$ cat config.mk
export PLATFORM = sky130hd
export DESIGN_NAME = ufm_page_prefetch
export DESIGN_NICKNAME = d
export VERILOG_FILES = /design/src/rtl/ufm_page_prefetch.sv
export SDC_FILE = /design/constraint.sdc
export NUM_CORES = 1
export LEC_CHECK = 0
export CAP_MARGIN = 40
export CELL_PAD_IN_SITES_DETAIL_PLACEMENT = 1
export CELL_PAD_IN_SITES_GLOBAL_PLACEMENT = 1
export CORE_AREA = 3 3 155 157
export CTS_BUF_LIST = sky130_fd_sc_hd__clkbuf_8 sky130_fd_sc_hd__clkbuf_16
export DETAILED_ROUTE_END_ITERATION = 8
export DIE_AREA = 0 0 158 160
export HOLD_SLACK_MARGIN = 0.02
export PLACE_DENSITY_LB_ADDON = 0.05
export RECOVER_POWER = 25
export SLEW_MARGIN = 15
export SYNTH_ARGS = -nofsm -noshare
export SYNTH_HDL_FRONTEND = slang
export SYNTH_SLANG_ARGS = --single-unit
$ cat constraint.sdc
create_clock -name clk -period 4.35 [get_ports clk]
set_input_delay 1.0875 -clock clk [delete_from_list [all_inputs] [get_ports clk]]
set_output_delay 1.0875 -clock clk [all_outputs]
set_load 0.01 [all_outputs]
$ cat src/rtl/ufm_page_prefetch.sv
// ufm_page_prefetch: double-buffered multi-page UFM reader feeding a byte stream consumer.
module ufm_page_prefetch (
   input  logic        clk,
   input  logic        rst,
   input  logic        req,
   input  logic [10:0] page,
   input  logic [7:0]  npages,
   output logic        busy,
   output logic        done,
   output logic        err,
   output logic [7:0]  out_data,
   output logic        out_valid,
   input  logic        out_ready,
   output logic        ufm_start,
   output logic [10:0] ufm_addr,
   input  logic [7:0]  ufm_data,
   input  logic        ufm_data_stb,
   input  logic        ufm_ready
);
   localparam logic [1:0] IDLE = 2'd0, ISSUE = 2'd1, FILL = 2'd2, DRAIN = 2'd3;
   logic [1:0]  state;
   logic [7:0]  mem [0:31];
   logic [1:0]  full;
   logic        wb, rb;
   logic [3:0]  wi, ri;
   logic [7:0]  rem;
   logic [10:0] addr;
   logic        err_q, done_q, wr, rd;
   assign wr        = state == FILL && ufm_data_stb;
   assign rd        = full[rb] && out_ready;
   assign busy      = state != IDLE;
   assign done      = done_q;
   assign err       = err_q;
   assign out_valid = full[rb];
   // gated so the stale bank contents never show while empty
   assign out_data  = full[rb] ? mem[{rb, ri}] : 8'h00;
   assign ufm_start = state == ISSUE && ufm_ready && !full[wb];
   assign ufm_addr  = addr;
   always_ff @(posedge clk)
      if (wr) mem[{wb, wi}] <= ufm_data;
   always_ff @(posedge clk) begin
      if (rst) begin
         state  <= IDLE;
         full   <= 2'b00;
         wb     <= 1'b0;
         rb     <= 1'b0;
         wi     <= 4'd0;
         ri     <= 4'd0;
         rem    <= 8'd0;
         addr   <= 11'd0;
         err_q  <= 1'b0;
         done_q <= 1'b0;
      end else begin
         done_q <= 1'b0;
         if (ufm_data_stb && state != FILL) err_q <= 1'b1;
         if (rd) begin
            ri <= ri + 4'd1;
            if (ri == 4'hf) begin
               full[rb] <= 1'b0;
               rb       <= ~rb;
            end
         end
         case (state)
            IDLE:
               if (req && npages != 8'd0) begin
                  addr  <= page;
                  rem   <= npages;
                  wi    <= 4'd0;
                  ri    <= 4'd0;
                  wb    <= 1'b0;
                  rb    <= 1'b0;
                  full  <= 2'b00;
                  state <= ISSUE;
               end
            ISSUE:
               if (ufm_start) state <= FILL;
            FILL:
               if (ufm_data_stb) begin
                  wi <= wi + 4'd1;
                  if (wi == 4'hf) begin
                     full[wb] <= 1'b1;
                     wb       <= ~wb;
                     addr     <= addr + 11'd1;
                     rem      <= rem - 8'd1;
                     state    <= rem == 8'd1 ? DRAIN : ISSUE;
                  end
               end
            default:
               if (full == 2'b00) begin
                  done_q <= 1'b1;
                  state  <= IDLE;
               end
         endcase
      end
   end
endmodule
# ---- Word-level counts from Yosys, hierarchy flattened
# Memory sizes are Yosys's and may differ from the RTL's. A register that Yosys moved wholly into a read port is not among the register bits.
# Index checks and enable logic that the tools add are counted.
dict set report classes {
  order_cmp 4
  mux 49
  n_eq_ne 10
  add_sub_neg 4
  reduce_logical 19
  bitwise 5
}
# op n
set ops {}
lappend ops {{two-way mux 11 bit} 3}
lappend ops {{two-way mux 8 bit} 4}
lappend ops {{two-way mux 2 bit} 12}
lappend ops {{one-hot mux 11 bit (2 select lines)} 1}
lappend ops {{two-way mux 4 bit} 5}
lappend ops {{two-way mux 1 bit} 16}
lappend ops {{one-hot mux 8 bit (2 select lines)} 1}
lappend ops {{adder 11 x 1 -> 11 bit, second input constant} 1}
lappend ops {{adder 4 x 1 -> 4 bit, second input constant} 2}
lappend ops {{== test 4 bit, second input constant} 2}
lappend ops {{== test 8 x 1 -> 1 bit, second input constant} 1}
lappend ops {{logical AND 1 bit} 8}
lappend ops {{inequality test 2 bit, second input constant} 4}
lappend ops {{one-hot mux 4 bit (2 select lines)} 1}
lappend ops {{nonzero test 8 bit} 1}
lappend ops {{subtractor 8 x 1 -> 8 bit, second input constant} 1}
lappend ops {{one-hot mux 2 bit (3 select lines)} 1}
lappend ops {{two-way mux 5 bit} 1}
lappend ops {{AND reduction 5 bit} 1}
lappend ops {{zero test 2 bit} 2}
lappend ops {{less-than comparator 1 x 2 -> 1 bit, second input constant} 2}
lappend ops {{one-hot mux 2 bit (2 select lines)} 1}
lappend ops {{AND reduction 4 bit} 1}
lappend ops {{nonzero test 2 bit} 2}
lappend ops {{other kinds (14)} 17}
dict set report word_totals {
  ram_bits 256
  regBits 35
  memories 1
  output_inout_bits 24
}
# name words word_bits rd rd_ports_with_merged_regs write_ports line_no
set mem_list {}
lappend mem_list {mem 32 8 1 1 1 22} ;# logic [7:0] mem [0:31];

# ---- Logic depth before layout (Yosys ltp)
# Gate-level depths: netlist of run 1.
dict set report depth {
  word_depth 13
  ltp_mapped 9
}

# ---- Worst setup path before layout of run 1
# No wires, ideal clock.
dict set report synth_timing {
  kind {flip-flop to output port}
  from {register ri[0] (netlist name)}
  to {output port out_data[2]}
  arrival_ps 1746
  required_ps 3263
  n_path_buf 4
  path_stages_with_launch 9
  setup_slack_ps 1516
  path_cell_list {dfxtp_1 -> buf_6 -> buf_12 -> buf_12 -> buf_12 -> mux2i_1 -> a221oi_1 -> o21ai_1 -> a221oi_1}
}
# element line_no
set synth_rtl {}
lappend synth_rtl {{to (decl)} 11} ;# output logic [7:0] out_data,

==> metrics, run 1 <==
outcome=complete, but fails checks; violated checks=max-capacitance violations, max-slew violations; Post-synth EDFFs=256; Die Ht=160 microns; highest metal used=met4; power density over the cells=422 nW/um^2; total count of max-transition violations in the final report=132; synthesized-area fraction occupied by ao, oa, aoi and oai cells=8.82%; clock root buffer=clkbuf_16; TNS Setup=0 ps; number of DRC markers after the initial detailed-route iteration=529; number of remaining DRC errors=0; full die area=25,300 sq um; length of routed met3 wiring=1860 microns; relative slew slack=-22.0%; number of filler instances in the final layout=2,019; count of max-cap constraint violations=4; minimum clock period after layout=4200 ps; crit share post-route=96.6%; TritonCTS Buffers=29; category of the most critical setup path=reg2out; met1 layer wirelength in the final routing=13,400 microns; commonest non-fill, non-tap cells in the layout=256 x edfxtp_1, 52 x mux2i_1, 52 x nor2_1, 48 x clkdlybuf4s50_1, 46 x buf_4; post-synthesis mux area share=12.8%; Placeable Area=22,600 sq um; master of the slowest instance on the critical path=mux4_1; number of antenna repair diodes=0; worst path bufs/invs=2; CTS tree=yes; fraction of power spent switching nets=23.3%; combined area of all synthesized cells=12,400 sq um; post-synthesis cell count=775; part of the total power dissipated in combinational logic=9.6%; biggest fanout along the worst timing path=27; CP max stage delay=580 ps; wire length of the first global-routing pass=48,200 microns; nature of the critical path startpoint=flip-flop; Clock Latency Late Sink=560 ps; pin count of the biggest net entering global routing=33; cells along the critical path=buf_12 -> mux4_1 -> o21ai_0 -> a221oi_1 -> clkdlybuf4s50_1; detailed placer's ending HPWL=20,700 microns; final core utilization=63.8%; actual slew at the worst max-slew pin=1830 ps; adder-cell share of the synthesized area=1.11%; CTS H-Tree Depth=1; initial antenna violation count=0; setup repair after global routing missed its margin=no; number of warnings issued by yosys=0; kind of path behind the tightest hold check=reg2reg; sequential cell fraction of total power=51.9%; flop and latch count out of synthesis=291; fraction of final layout cells with drive strength greater than 1=14.4%; count of distinct cell types in the synthesized netlist=64; fraction of synthesis flops using an asynchronous set or reset pin=0%; Layout area overhead=16.4%; Internal Power=4.67 mW; routed wl met2=16,100 microns; number of ports placed on the die boundary=57; die extent in x=158 microns; total overflow reported by the global router=0; via count of the first global-routing pass=7,914; most common library cell in the layout ignoring fill and taps=edfxtp_1; Max Clk Rate=0.238 GHz; syn nets=819; dominant register cell in the synthesized netlist=edfxtp_1; routed wire length=32,200 microns; sequential cell area fraction in the yosys report=67.6%; count of vias placed by the detailed router=7,559; clock-pin transition on the worst setup and hold timing paths=60 ps; worst IR drop on VDD=361 uV; Fin. Hold Viols=0; initial cell density of the core=54.8%; standby leakage power=4.69 nW; Std-Cell Rows=55; final setup vio count=0; crit-path leading delay family=buffers and inverters; Psw=1.42 mW; number of nets in the final layout=914; Port Buf Inserts=56; main combinational cell family by area after synthesis=multiplexers; xor and xnor area share after synthesis=0.282%; critical path data required time=3260 ps; Worst EP arrival=3110 ps; kind of end point of the critical path=primary output; ANT nets after route=0; vias per cell=6.42; clock power share=38.5%; maximum buffer depth of the clock tree=3; clock sink total=291; weighted congestion at the end of routability-driven global placement=0.802; synthesized area divided by synthesized cell count=16.0 sq um; number of detailed-routing iterations run before antenna repair=5; average detailed-routed wire length per instance=27.4 microns; Clock Skew=15.8 ps; total routing resource utilization after global routing=25.5%; Synth Area in Simple Gates=6.33%
[registers in the layout (all words and copies together), names as in the netlist]
signal / count
rb: 1
ufm_addr: 11
wb: 1
err: 1
done: 1
full: 2
wi: 4
mem: 256
rem: 8
state: 2
ri: 4
[cells in the mapped netlist (4+ instances only)]
cell	n	share of area (%)
nand3_1	22	0.89
mux4_1	25	5.3
nand2b_1	4	0.20
ha_1	11	1.1
a21oi_1	37	1.5
a31oi_1	5	0.25
o221ai_1	5	0.35
and2_1	5	0.25
buf_1	5	0.15
nand3b_1	5	0.30
a211oi_1	7	0.42
o22ai_1	7	0.35
or3_1	5	0.25
o211ai_1	5	0.30
dfxtp_1	35	5.6
o21ai_1	5	0.20
o31ai_1	20	1.2
a21boi_0	4	0.24
inv_1	13	0.39
a21o_1	4	0.24
or4_1	5	0.30
buf_2	9	0.36
a221oi_1	23	1.6
mux2_2	6	0.54
clkbuf_1	27	0.82
mux2i_1	52	4.2
o21ai_0	12	0.48
buf_12	4	0.65
nand2_1	14	0.42
edfxtp_1	256	62
nor2b_1	15	0.76
mux4_2	15	2.7
nor2_1	52	1.6
[worst paths after layout]
check,cells after the start,slack [ps],start,to
worst max-delay path,5,150,ri[0]$_SDFF_PP0_,out_data[0]
worst min-delay path,2,500,rem[5]$_SDFFE_PP0P_,rem[5]$_SDFFE_PP0P_
worst max register to register,5,1830,state[0]$_SDFFE_PP0P_,mem[0][3]$_DFFE_PP_
worst min register to register,2,500,rem[5]$_SDFFE_PP0P_,rem[5]$_SDFFE_PP0P_
[kinds of logic after synthesis]
family | count (synthesis)
flops | 291
compound gates | 156
simple gates | 149
mux | 98
buf+inv | 66
fa+ha+maj | 11
xor+xnor | 4
[cell type report]
type | instances | area, sq um | share of cell area, %
inverters | 14 | 52.6 | 0.364
multi-input cells | 418 | 3650 | 25.3
flip-flops and latches | 291 | 8400 | 58.1
clock inverters | 21 | 124 | 0.858
well taps | 285 | 357 | 2.47
clock buffers | 33 | 781 | 5.41
repair buffers | 116 | 1080 | 7.47
[what timing repair did]
item | 4_1_cts | 5_1_grt
endpoints found under the setup margin | 6 | 5
setup buffers | 0 | 14
hold buffers | 0 | 0
gates resized for setup | 7 | 1
[worst register-to-register path, cell delays in order, from the launching register on]
cell and delay, ps:
dfxtp_1 350, inv_1 100, ha_1 190, buf_8 190
nand3_1 470, nor2_1 840
[metal layers]
layer / global-route usage [%] / up-vias
met2: 42.2 / 270
li1: - / 3327
met3: 3.88 / 57
met5: 0 / -
met1: 35.8 / 3905
met4: 6.73 / 0
[power groups by stage]
stage	registers [mW]	logic, mW	clock network, mW
finish	3.16	0.584	2.34
detailed placement	3.22	0.575	0
global route	3.17	0.641	2.50
global placement	3.21	0.548	0
CTS	3.16	0.580	2.39
floorplan	3.20	0.328	0
[through the flow]
step / hold slack (ps) / cells / power, mW / area [sq um] / worst slack (ps)
after global routing: 536 / 1178 / 6.31 / 14400 / 16.4
after CTS: 503 / 1162 / 6.12 / 14300 / 14.1
after detailed placement: 494 / 1108 / 3.79 / 13400 / 324
after global placement: 458 / 1104 / 3.76 / 13300 / 385
final: 504 / 1178 / 6.09 / 14400 / 148
after floorplan: 452 / 775 / 3.53 / 12400 / 1520
Note: power is estimated with default switching activity, not from simulation.
==> inputs of run 2 (changes only) <==
==> constraint.sdc (replaced) <==
create_clock -name clk -period 4.35 [get_ports clk]
set_input_delay 0.87 -clock clk [delete_from_list [all_inputs] [get_ports clk]]
set_output_delay 0.87 -clock clk [all_outputs]
set_load 0.01 [all_outputs]
==> run 2 against run 1 <==
  * The run still ends with max-capacitance violations, max-slew violations left
  * Register-to-register slack lost 570 ps
  * Largest power group unchanged
  * Cell count fell by 2.0%
  * Maximum frequency rose by 0.96%
  * Sequential power about the same
  * Largest cell class unchanged
==> metrics, run 2 (same netlist as run 1, synthesis figures left out) <==
total count of max-transition violations in the final report=132; total overflow reported by the global router=0; outcome=complete, but fails checks; Clock Latency Late Sink=550 ps; kind of path behind the tightest hold check=reg2reg; Fin. Hold Viols=0; biggest fanout along the worst timing path=22; fraction of final layout cells with drive strength greater than 1=11.7%; number of remaining DRC errors=0; crit share post-route=95.7%; Internal Power=4.68 mW; sequential cell fraction of total power=51.7%; number of nets in the final layout=891; flip-flop count of the largest register, all copies and words added=256; worst IR drop on VDD=355 uV; final core utilization=62.8%; number of antenna repair diodes=0; most common library cell in the layout ignoring fill and taps=edfxtp_1; fraction of power spent switching nets=23.5%; Power Total=6.11 mW; clock sink total=291; Max Clk Rate=0.240 GHz; Port Buf Inserts=56; setup repair after global routing missed its margin=no; ANT nets after route=0; Clock Skew=24.9 ps; detailed placer's ending HPWL=21,400 microns; full die area=25,300 sq um; nature of the critical path startpoint=flip-flop; vias per cell=6.40; die extent in x=158 microns; CTS H-Tree Depth=1; number of detailed-routing iterations run before antenna repair=5; part of the total power dissipated in combinational logic=9.5%; CTS tree=yes; kind of end point of the critical path=primary output; critical path data required time=3480 ps; wire length of the first global-routing pass=49,100 microns; relative slew slack=-19.7%; Worst EP arrival=3290 ps; pin count of the biggest net entering global routing=33; count of max-cap constraint violations=4; commonest non-fill, non-tap cells in the layout=256 x edfxtp_1, 52 x mux2i_1, 52 x nor2_1, 49 x clkdlybuf4s50_1, 37 x a21oi_1; clock power share=38.8%; via count of the first global-routing pass=7,824; standby leakage power=4.54 nW; Crit path top cell by count=a221oi_1; Std-Cell Rows=55; total routing resource utilization after global routing=25.8%; minimum clock period after layout=4160 ps; number of ports placed on the die boundary=57; category of the most critical setup path=reg2out; routed wire length=32,600 microns; register containing the most flip-flops in the final layout=mem; clock root buffer=clkbuf_16; power density over the cells=430 nW/um^2; Psw=1.43 mW; maximum buffer depth of the clock tree=3; final setup vio count=0; number of DRC markers after the initial detailed-route iteration=695; count of vias placed by the detailed router=7,391; CP max stage delay=740 ps; weighted congestion at the end of routability-driven global placement=0.887; violated checks=max-capacitance violations, max-slew violations; master of the slowest instance on the critical path=dfxtp_2; actual slew at the worst max-slew pin=1800 ps; Die Ht=160 microns; Layout area overhead=14.6%; initial antenna violation count=0; TritonCTS Buffers=30; initial cell density of the core=54.8%; average detailed-routed wire length per instance=28.2 microns; clock-pin transition on the worst setup and hold timing paths=60 ps; Placeable Area=22,600 sq um; cells along the critical path=nor2b_1 -> a221oi_1 -> o21ai_1 -> a221oi_1 -> clkdlybuf4s50_1; TNS Setup=0 ps
## run 2: cell count changes in the layout (fill, tap and decap cells not counted), sizes merged
cell	change
clkdlybuf4s50	+1
clkinv	+5
inv	-3
buf	-26
clkbuf	+1
dlygate4sd3	-1
## run 2: layout make-up
class | count | area (sq um)
clock inverter | 23 | 123
timing repair buffer | 92 | 861
tap | 285 | 357
fill | 2013 | 8430
multi-input combinational | 418 | 3640
inverter | 14 | 52.6
clock buffer | 32 | 790
sequential | 291 | 8390
## run 2: what timing repair did
| item | CTS | global route |
|---|---|---|
| hold buffers | 0 | 0 |
| resized for setup | 0 | 1 |
| buffers inserted | 0 | 1 |
| setup endpoints to repair | 0 | 1 |
## run 2: per-layer routing
| layer | global-route usage [%] | wire length, microns | vias up |
|---|---|---|---|
| met3 | 3.90 | 1800 | 38 |
| met4 | 5.63 | 580 | 0 |
| met2 | 43.2 | 16500 | 248 |
| li1 | - | - | 3271 |
| met1 | 36.1 | 13700 | 3834 |
| met5 | 0 | 0 | - |
## run 2: worst paths after layout
kind                          from             endpoint  slack [ps]  cells past startpoint
max reg2reg  state[0]$_SDFFE_PP0P_  rem[0]$_SDFFE_PP0P_        1260                      7
min               err$_SDFFE_PP0P_     err$_SDFFE_PP0P_         490                      2
min reg2reg       err$_SDFFE_PP0P_     err$_SDFFE_PP0P_         490                      2
max               ri[1]$_SDFF_PP0_          out_data[5]         190                      5
## run 2: power by group through the flow
stage	Clock (mW)	Combinational (mW)	Sequential (mW)
6_report	2.37	0.578	3.16
5_1_grt	2.53	0.639	3.17
4_1_cts	2.40	0.581	3.16
3_5_place_dp	0	0.576	3.21
3_3_place_gp	0	0.548	3.21
2_1_floorplan	0	0.328	3.20
## run 2: per-stage QoR
stage / setup WS, ps / area, sq um / hold slack, ps / cells
floorplan: 1730 / 12400 / 452 / 775
global placement: 762 / 13200 / 452 / 1089
detailed placement: 662 / 13300 / 469 / 1091
CTS: 86.0 / 14200 / 486 / 1146
global route: 83.8 / 14200 / 526 / 1155
finish: 188 / 14200 / 487 / 1155
## run 2: worst max-delay path: cells and delay by family, from the launching register on
family | cells | cell delay [ps]
DFF | 1 | 740
and+or+nand+nor | 1 | 300
AOI/OAI and AO/OA | 3 | 1090
buffers and inverters | 1 | 630
==> inputs of run 3 (changes only) <==
--- a/config.mk
+++ b/config.mk
@@ -15,6 +15,7 @@
 export HOLD_SLACK_MARGIN = 0.02
 export PLACE_DENSITY_LB_ADDON = 0.05
 export RECOVER_POWER = 25
+export SKIP_CTS_REPAIR_TIMING = 1
 export SLEW_MARGIN = 15
 export SYNTH_ARGS = -nofsm -noshare
 export SYNTH_HDL_FRONTEND = slang
==> results of run 3 <==
Same layout as run 2: the final DEF is identical, and so are final timing and power.
